## src/rtl/uart_pkg.sv

```systemverilog
// Shared types for the UART transmitter.
//   uart_tx_state_e : transmitter FSM states
//   uart_parity_e   : parity-mode encoding of the 2-bit parity_mode input
//   parity_enabled  : true when a mode appends a parity bit (reserved = none)
package uart_pkg;

  typedef enum logic [2:0] {
    IDLE,
    START,
    DATA,
    PARITY,
    STOP
  } uart_tx_state_e;

  typedef enum logic [1:0] {
    PAR_NONE,
    PAR_EVEN,
    PAR_ODD,
    PAR_RSVD
  } uart_parity_e;

  function automatic logic parity_enabled(input uart_parity_e mode);
    return (mode == PAR_EVEN) || (mode == PAR_ODD);
  endfunction

endpackage

```

## src/rtl/uart_baud_tick.sv

```systemverilog
// Baud divider: counts clk cycles within one serial bit period.
//   clk, srst : clock and synchronous active-high reset
//   en        : count while a frame is in progress
//   clr       : restart the bit period at 0 (frame start)
//   bit_end   : high on the last cycle of each bit period
module uart_baud_tick #(
  parameter int CLKS_PER_BIT = 16,
  parameter int DIV_W        = $clog2(CLKS_PER_BIT)
) (
  input  logic clk,
  input  logic srst,
  input  logic en,
  input  logic clr,
  output logic bit_end
);

  logic [DIV_W-1:0] cnt_reg;

  assign bit_end = en && (cnt_reg == DIV_W'(CLKS_PER_BIT - 1));

  always_ff @(posedge clk) begin
    if (srst || clr) begin
      cnt_reg <= '0;
    end else if (en) begin
      cnt_reg <= bit_end ? '0 : cnt_reg + DIV_W'(1);
    end
  end

endmodule

```

## src/rtl/uart_tx_cfg.sv

```systemverilog
// Configurable UART transmitter with a one-entry holding register.
//   tx_clk, tx_rst   : clock, synchronous active-high reset
//   tx_i_data        : word to send (LSB first)
//   tx_i_data_valid  : producer has a word; accepted on valid & ready
//   tx_i_parity_mode : 0 none, 1 even, 2 odd, 3 treated as none
//   tx_i_stop2       : two stop bits when set
//   tx_o_ready       : holding register empty
//   tx_o             : registered serial line, idle high
//   tx_o_busy        : frame in progress
//   tx_o_done        : pulse on the final cycle of the last stop bit
module uart_tx_cfg
  import uart_pkg::*;
#(
  parameter  int DATA_BITS    = 8,
  parameter  int CLKS_PER_BIT = 16,
  localparam int DIV_W        = $clog2(CLKS_PER_BIT)
) (
  input  logic                 tx_clk,
  input  logic                 tx_rst,
  input  logic [DATA_BITS-1:0] tx_i_data,
  input  logic                 tx_i_data_valid,
  input  logic [1:0]           tx_i_parity_mode,
  input  logic                 tx_i_stop2,
  output logic                 tx_o_ready,
  output logic                 tx_o,
  output logic                 tx_o_busy,
  output logic                 tx_o_done
);

  localparam int BIT_W = $clog2(DATA_BITS);

  uart_tx_state_e       state_reg, state_next;
  logic [DATA_BITS-1:0] hold_data_reg, shift_reg;
  uart_parity_e         hold_mode_reg;
  logic                 hold_stop2_reg, hold_full_reg, hold_full_next, ready_reg;
  logic                 par_en_reg, par_bit_reg, stop2_reg, tx_reg;
  logic [BIT_W-1:0]     bit_cnt_reg;
  logic                 bit_end, accept, load, shift, bit_clr, bit_inc, tx_next;

  assign accept         = tx_i_data_valid && ready_reg;
  // Accept and load are mutually exclusive: accept needs hold empty, load needs it full.
  assign hold_full_next = accept || (hold_full_reg && !load);

  uart_baud_tick #(
    .CLKS_PER_BIT (CLKS_PER_BIT),
    .DIV_W        (DIV_W)
  ) baud (
    .clk     (tx_clk),
    .srst    (tx_rst),
    .en      (state_reg != IDLE),
    .clr     (load),
    .bit_end (bit_end)
  );

  always_ff @(posedge tx_clk) begin
    if (tx_rst) state_reg <= IDLE;
    else        state_reg <= state_next;
  end

  // tx_next is the line value for the state being entered, so the serial
  // output is registered yet aligned with the FSM state.
  always_comb begin
    state_next = state_reg;
    load       = 1'b0;
    shift      = 1'b0;
    bit_clr    = 1'b0;
    bit_inc    = 1'b0;
    tx_next    = 1'b1;
    tx_o_done  = 1'b0;
    case (state_reg)
      IDLE: begin
        if (hold_full_reg) begin
          state_next = START;
          load       = 1'b1;
          tx_next    = 1'b0;
        end
      end
      START: begin
        tx_next = 1'b0;
        if (bit_end) begin
          state_next = DATA;
          bit_clr    = 1'b1;
          tx_next    = shift_reg[0];
        end
      end
      DATA: begin
        tx_next = shift_reg[0];
        if (bit_end) begin
          shift = 1'b1;
          if (bit_cnt_reg == BIT_W'(DATA_BITS - 1)) begin
            bit_clr = 1'b1;
            if (par_en_reg) begin
              state_next = PARITY;
              tx_next    = par_bit_reg;
            end else begin
              state_next = STOP;
              tx_next    = 1'b1;
            end
          end else begin
            bit_inc = 1'b1;
            tx_next = shift_reg[1];
          end
        end
      end
      PARITY: begin
        tx_next = par_bit_reg;
        if (bit_end) begin
          state_next = STOP;
          bit_clr    = 1'b1;
          tx_next    = 1'b1;
        end
      end
      STOP: begin
        if (bit_end) begin
          if (bit_cnt_reg == BIT_W'(stop2_reg)) begin
            tx_o_done = 1'b1;
            bit_clr   = 1'b1;
            // A waiting word starts immediately: no idle bit between frames.
            if (hold_full_reg) begin
              state_next = START;
              load       = 1'b1;
              tx_next    = 1'b0;
            end else begin
              state_next = IDLE;
            end
          end else begin
            bit_inc = 1'b1;
          end
        end
      end
      default: state_next = IDLE;
    endcase
  end

  always_ff @(posedge tx_clk) begin
    if (tx_rst) begin
      hold_data_reg  <= '0;
      hold_mode_reg  <= PAR_NONE;
      hold_stop2_reg <= 1'b0;
      hold_full_reg  <= 1'b0;
      ready_reg      <= 1'b0;
      shift_reg      <= '0;
      par_en_reg     <= 1'b0;
      par_bit_reg    <= 1'b0;
      stop2_reg      <= 1'b0;
      bit_cnt_reg    <= '0;
      tx_reg         <= 1'b1;
    end else begin
      tx_reg        <= tx_next;
      hold_full_reg <= hold_full_next;
      ready_reg     <= !hold_full_next;
      if (accept) begin
        hold_data_reg  <= tx_i_data;
        hold_mode_reg  <= uart_parity_e'(tx_i_parity_mode);
        hold_stop2_reg <= tx_i_stop2;
      end
      // Frame config is latched with the data, so later input changes
      // cannot disturb a frame in flight.
      if (load) begin
        shift_reg   <= hold_data_reg;
        par_en_reg  <= parity_enabled(hold_mode_reg);
        par_bit_reg <= (hold_mode_reg == PAR_ODD) ? ~^hold_data_reg : ^hold_data_reg;
        stop2_reg   <= hold_stop2_reg;
      end else if (shift) begin
        shift_reg <= shift_reg >> 1;
      end
      if (bit_clr)      bit_cnt_reg <= '0;
      else if (bit_inc) bit_cnt_reg <= bit_cnt_reg + BIT_W'(1);
    end
  end

  assign tx_o       = tx_reg;
  assign tx_o_ready = ready_reg;
  assign tx_o_busy  = (state_reg != IDLE);

endmodule

```

## config.mk

```make
export PLATFORM = sky130hd
export DESIGN_NAME = uart_tx_cfg
export DESIGN_NICKNAME = d
export VERILOG_FILES = /design/src/rtl/uart_pkg.sv /design/src/rtl/uart_baud_tick.sv /design/src/rtl/uart_tx_cfg.sv
export SDC_FILE = /design/constraint.sdc
export NUM_CORES = 1
export LEC_CHECK = 0
export ABC_AREA = 1
export CORE_UTILIZATION = 40
export CTS_CLUSTER_DIAMETER = 120
export CTS_CLUSTER_SIZE = 25
export DETAILED_ROUTE_END_ITERATION = 8
export PLACE_DENSITY = 0.65
export RECOVER_POWER = 100
export SLEW_MARGIN = 20
export SYNTH_ARGS = -nofsm -noshare
export SYNTH_HDL_FRONTEND = slang
export SYNTH_SLANG_ARGS = --single-unit
```

## constraint.sdc

```tcl
create_clock -name tx_clk -period 4.95 [get_ports tx_clk]
set_clock_uncertainty 0.15 [all_clocks]
set_input_delay 0.99 -clock tx_clk [delete_from_list [all_inputs] [get_ports tx_clk]]
set_output_delay 0.99 -clock tx_clk [all_outputs]
set_load 0.01 [all_outputs]
```

Word-level counts from Yosys, hierarchy flattened
Index checks and enable logic that the tools add are counted.

word-level totals
  bits of input ports = 14
  memories = 0
  latch bits = 0
  bits in writable memories = 0
  memory bits (read-only) = 0
  output and inout port bits = 4
  logic and storage cells = 87
  flip-flop bits (word level) = 35

cells by class
  shifts and indexed selects = 0
  bitwise gates (word level) = 0
  reduce and logical (&&, ||, !) cells = 16
  div/mod/pow operators = 0
  multipliers = 0
  equality and inequality tests = 16
  multiplexer cells = 40
  add/subtract/negate cells = 2
  $lt $le $gt $ge = 0

operators with widths
  kind                                                    count
  two-way mux 1 bit                                       24
  two-way mux 3 bit                                       8
  two-way mux 8 bit                                       2
  case mux 3 bit (5 select lines)                         1
  inequality test 2 x 1 -> 1 bit (second input constant)  4
  XNOR reduction 8 bit                                    1
  parity 8 bit                                            1
  AND reduction 7 bit                                     1
  equality test 3 x 2 -> 1 bit (second input constant)    2
  equality test 3 bit (second input constant)             2
  inequality test 2 bit (second input constant)           3
  case mux 1 bit (5 select lines)                         1
  adder 4 x 1 -> 4 bit (second input constant)            1
  equality test 4 bit (second input constant)             1
  two-way mux 4 bit                                       1
  case mux 1 bit (2 select lines)                         2
  OR reduction 2 bit                                      2
  adder 3 x 1 -> 3 bit (second input constant)            1
  equality test 3 x 1 -> 1 bit                            1
  equality test 3 x 1 -> 1 bit (second input constant)    1
  logical AND 1 bit                                       3
  zero test 3 bit                                         1
  logical OR 1 bit                                        3
  case mux 1 bit (3 select lines)                         1
  other kinds (5)                                         6

Depth between registers and ports, before layout
  word-level depth = 8
  gate-level depth with buffers = 11
  mapped depth without buffers = 10

By module
Synthesis repeated with hierarchy kept, for this count alone.

second synthesis, totals
  cells, all modules = 276
  area, all modules = 1868.0 µm²

modules (own cells, without submodules)
  module          times used  cells an instance  sequential area each (µm²)  area an instance (µm²)
  uart_tx_cfg     1           247                620.6                       1670.4
  uart_baud_tick  1           29                 80.1                        197.7

Worst setup path after synthesis
No wires, ideal clock.

  path type = reg2out
  from = reg baud.cnt_reg[0]
  to = out tx_o_done
  path buffers = 0
  path slack = 2.744 ns
  data arrival time = 1.066 ns
  stages on the path, launching flop included = 8
  required time = 3.810 ns
  cell sequence = dfxtp_1 -> ha_1 -> nand3_2 -> inv_1 -> nand2_4 -> nor2_1 -> nand2_1 -> inv_1

on the way
  word-level cells in the longest chain between the ends = 4

ends and longest elaborated chain
  element                   line                  source
  start: declaration        uart_baud_tick.sv:17  logic [DIV_W-1:0] cnt_reg;
  start signal: assignment  uart_baud_tick.sv:25  cnt_reg <= bit_end ? '0 : cnt_reg + DIV_W'(1);
  equality test 4 bit       uart_baud_tick.sv:19  assign bit_end = en && (cnt_reg == DIV_W'(CLKS_PER_BIT - 1));
  logical AND 1 bit         uart_baud_tick.sv:19
  two-way mux 1 bit         uart_tx_cfg.sv:114    if (bit_end) begin
  two-way mux 1 bit         uart_tx_cfg.sv:70     case (state_reg)
  end: declaration          uart_tx_cfg.sv:27     output logic tx_o_done

No other way between the ends.

Worst setup path in the final report
Same ends and word-level chain as after synthesis.

==> qor.txt <==
Kind of critical path: reg2out
Fillers: 458
Post-route ant nets: 0
Status: completed
Nets: 301
Syn_nets: 284
Worst path arrival time: 2.10 ns
Highest clock rate: 308 MHz
Sequential area share after synthesis: 37.5%
Clk root buf: clkbuf_8
Max-slew violations: 0
RSZ-0062 raised after global routing: no
Max_cap viols: 0
Critical path peak fanout: 6
Leak pwr: 0.911 nW
Max Root-Sink Buffers: 2
Post-CTS Resized: 0
DIE WIDTH: 70.3 microns
Gr ovfl total: 0
Power Internal: 0.564 mW
Utilization after layout: 47.8%
Final setup fails: 0
Syn Inst Count: 266
Vias in the first global route: 1513
Largest cells by area after synthesis: dfxtp_1 (38%), nand2_1 (14%), a21oi_1 (5.4%), o21ai_0 (4.8%), inv_1 (4.8%)
Area share of the largest cell type after synthesis: 37.5%
Worst path max stage delay: 0.59 ns
Area Growth Syn to Fin: 13.1%
Final Hold Viols: 0
Cell accounting for the most synthesized area: dfxtp_1
Setup TNS: 0 ns
Reg2Reg Setup Slack: 2.03 ns
Flop pwr share: 39.2%
Total number of yosys warnings: 0
Routed WL: 3780 microns
Syn Area/Cell: 7.02 sq um
Pre-antenna DRT Iters: 4
First-pass GRT wire length: 6960 microns
Gate power share: 38.0%
Buffers on Ports: 17
Worst path slowest cell: dlygate4sd3_1
Detailed Route Iter0 Violations: 99
Antenna cells: 0
Die Area: 4940 sq um
Number of cell rows: 24
Switching power: 0.358 mW
Post CTS Setup Buffer Count: 0
TritonCTS Buffers: 5
Starting Density: 42.3%
Worst Tran Pin Value: 0.586 ns
Via count: 1669
Power share of the clock group: 22.8%
CP cell instances: ha_1, nand3_1, inv_1, nand2_1, nor2_1, nand2_1, inv_1, dlygate4sd3_1
Sequential Area: 701 sq um
Boundary Pins: 18
Number of distinct library cells after synthesis: 31
Worst-path clk slew: 0.07 ns
Rel. slew slack: 60.8%
Kind of end point of the critical path: primary output
Pwr/cell area: 437 nW/um^2
WP data required: 3.81 ns
H-tree depth: 2
Switching fraction of total power: 38.8%
CP startpoint kind: flop
Layout cells sized above 1: 9.19%
Synthesized area: 1870 sq um
Remaining DRCs: 0
Post-DR vias/cell: 4.98
Core area: 4410 sq um
Period minus WS final: 3.24 ns
Synthesis-stage register bit count: 35
Hold Crit Class: reg2reg
Largest net degree at the start of global routing: 22
DPL Wire Length: 2800 microns
Num Clock Sinks: 35
GRT Overall Usage: 17.8%
Worst skew pair latency: 0.29 ns
TritonCTS clock tree: yes
Routed length per instance: 11.3 microns
Multi-input gate area: 973 sq um
Routability cong.: 0.862
CTS Hold Bufs: 0
Initial antenna violation count: 0
Tcrit/Tclk final: 65.5%
Peak VDD IR: 0.202 mV
Die Ht: 70.3 microns
-- synthesized netlist by cell type, drive strengths merged --
cell / count
nand2: 77
nand3: 19
buf: 3
clkbuf: 4
o221ai: 1
nand4: 10
and2: 1
o21bai: 1
nor2: 27
nand3b: 2
o211ai: 2
a21oi: 23
o21a: 1
dfxtp: 35
xnor2: 1
o21ai: 20
ha: 4
xor2: 2
inv: 30
nor3: 3
-- placed cells by master (no fill, tap or decap) --
cell and count:
nand3b_1 2, o21bai_1 1, o21ai_0 18, dfxtp_1 35, clkdlybuf4s50_1 12, o221ai_1 1, nor2_1 23, and2_1 1
a21oi_2 3, nor2_2 1, dlygate4sd3_1 5, xor2_1 2, o21ai_1 2, clkinvlp_2 1, nand2_1 72, nand3_2 1
nand2_4 1, clkinv_2 1, inv_2 5, inv_1 24, o21a_1 1, xnor2_1 1, nor3_1 3, a21oi_1 20
nand3_1 18, nand2_2 4, o211ai_1 2, clkbuf_8 6, ha_1 4, nand4_1 10, nor2_4 3
-- per-layer routing --
metal	track usage, %	vias to the layer above	routed length [microns]
met5	0	-	0
met4	8.00	0	72
met3	4.33	7	175
met2	26.0	38	1620
met1	24.6	722	1910
li1	-	902	-
-- area by class of cell --
type / count / share of cell area (%)
flip-flops and latches: 35 / 33.2
inverters: 30 / 5.39
multi-input cells: 194 / 46.1
repair buffers: 17 / 8.06
clock buffers: 6 / 3.91
well taps: 52 / 3.08
clock inverters: 1 / 0.237
-- per-stage QoR --
| step | power, mW | cell area (sq um) | setup WS (ns) | hold WS (ns) | instances |
|---|---|---|---|---|---|
| after detailed placement | 0.731 | 2060 | 2.09 | 0.306 | 328 |
| after global routing | 1.01 | 2110 | 1.55 | 0.353 | 335 |
| after CTS | 0.945 | 2140 | 1.85 | 0.316 | 335 |
| after global placement | 0.733 | 2060 | 2.10 | 0.304 | 328 |
| after floorplan | 0.642 | 1870 | 2.74 | 0.285 | 266 |
| final | 0.922 | 2110 | 1.71 | 0.316 | 335 |
-- power by group through the flow --
stage               logic, mW  registers [mW]  clock network (mW)
floorplan               0.279           0.362                   0
finish                  0.350           0.361               0.210
CTS                     0.364           0.362               0.219
global route            0.410           0.367               0.231
detailed placement      0.363           0.368                   0
global placement        0.366           0.367                   0
-- kinds of logic (layout without fill, tap and decap cells) --
logic type / Yosys count / after routing / share of synthesized area, %
xor+xnor: 3 / 3 / 1.41
simple gates: 139 / 139 / 35.6
fa+ha+maj: 4 / 4 / 2.68
compound gates: 48 / 48 / 14.2
buf+inv: 37 / 54 / 8.58
flops: 35 / 35 / 37.5
-- worst max-delay path, delay by kind of cell, from the launching register on --
kind                       cells  cell delay (ns)
and+or+nand+nor                4             0.51
DFF                            1             0.37
buffers and inverters          3             0.75
adders and majority gates      1             0.18
-- final timing paths --
path,start,to,cells past startpoint
worst max-delay path,baud.cnt_reg[0],tx_o_done,8
worst min-delay path,hold_mode_reg[0],hold_mode_reg[0],2
worst max register to register,baud.cnt_reg[0],baud.cnt_reg[3],10
worst min register to register,hold_mode_reg[0],hold_mode_reg[0],2
No activity file was read; power rests on OpenSTA's default activity.
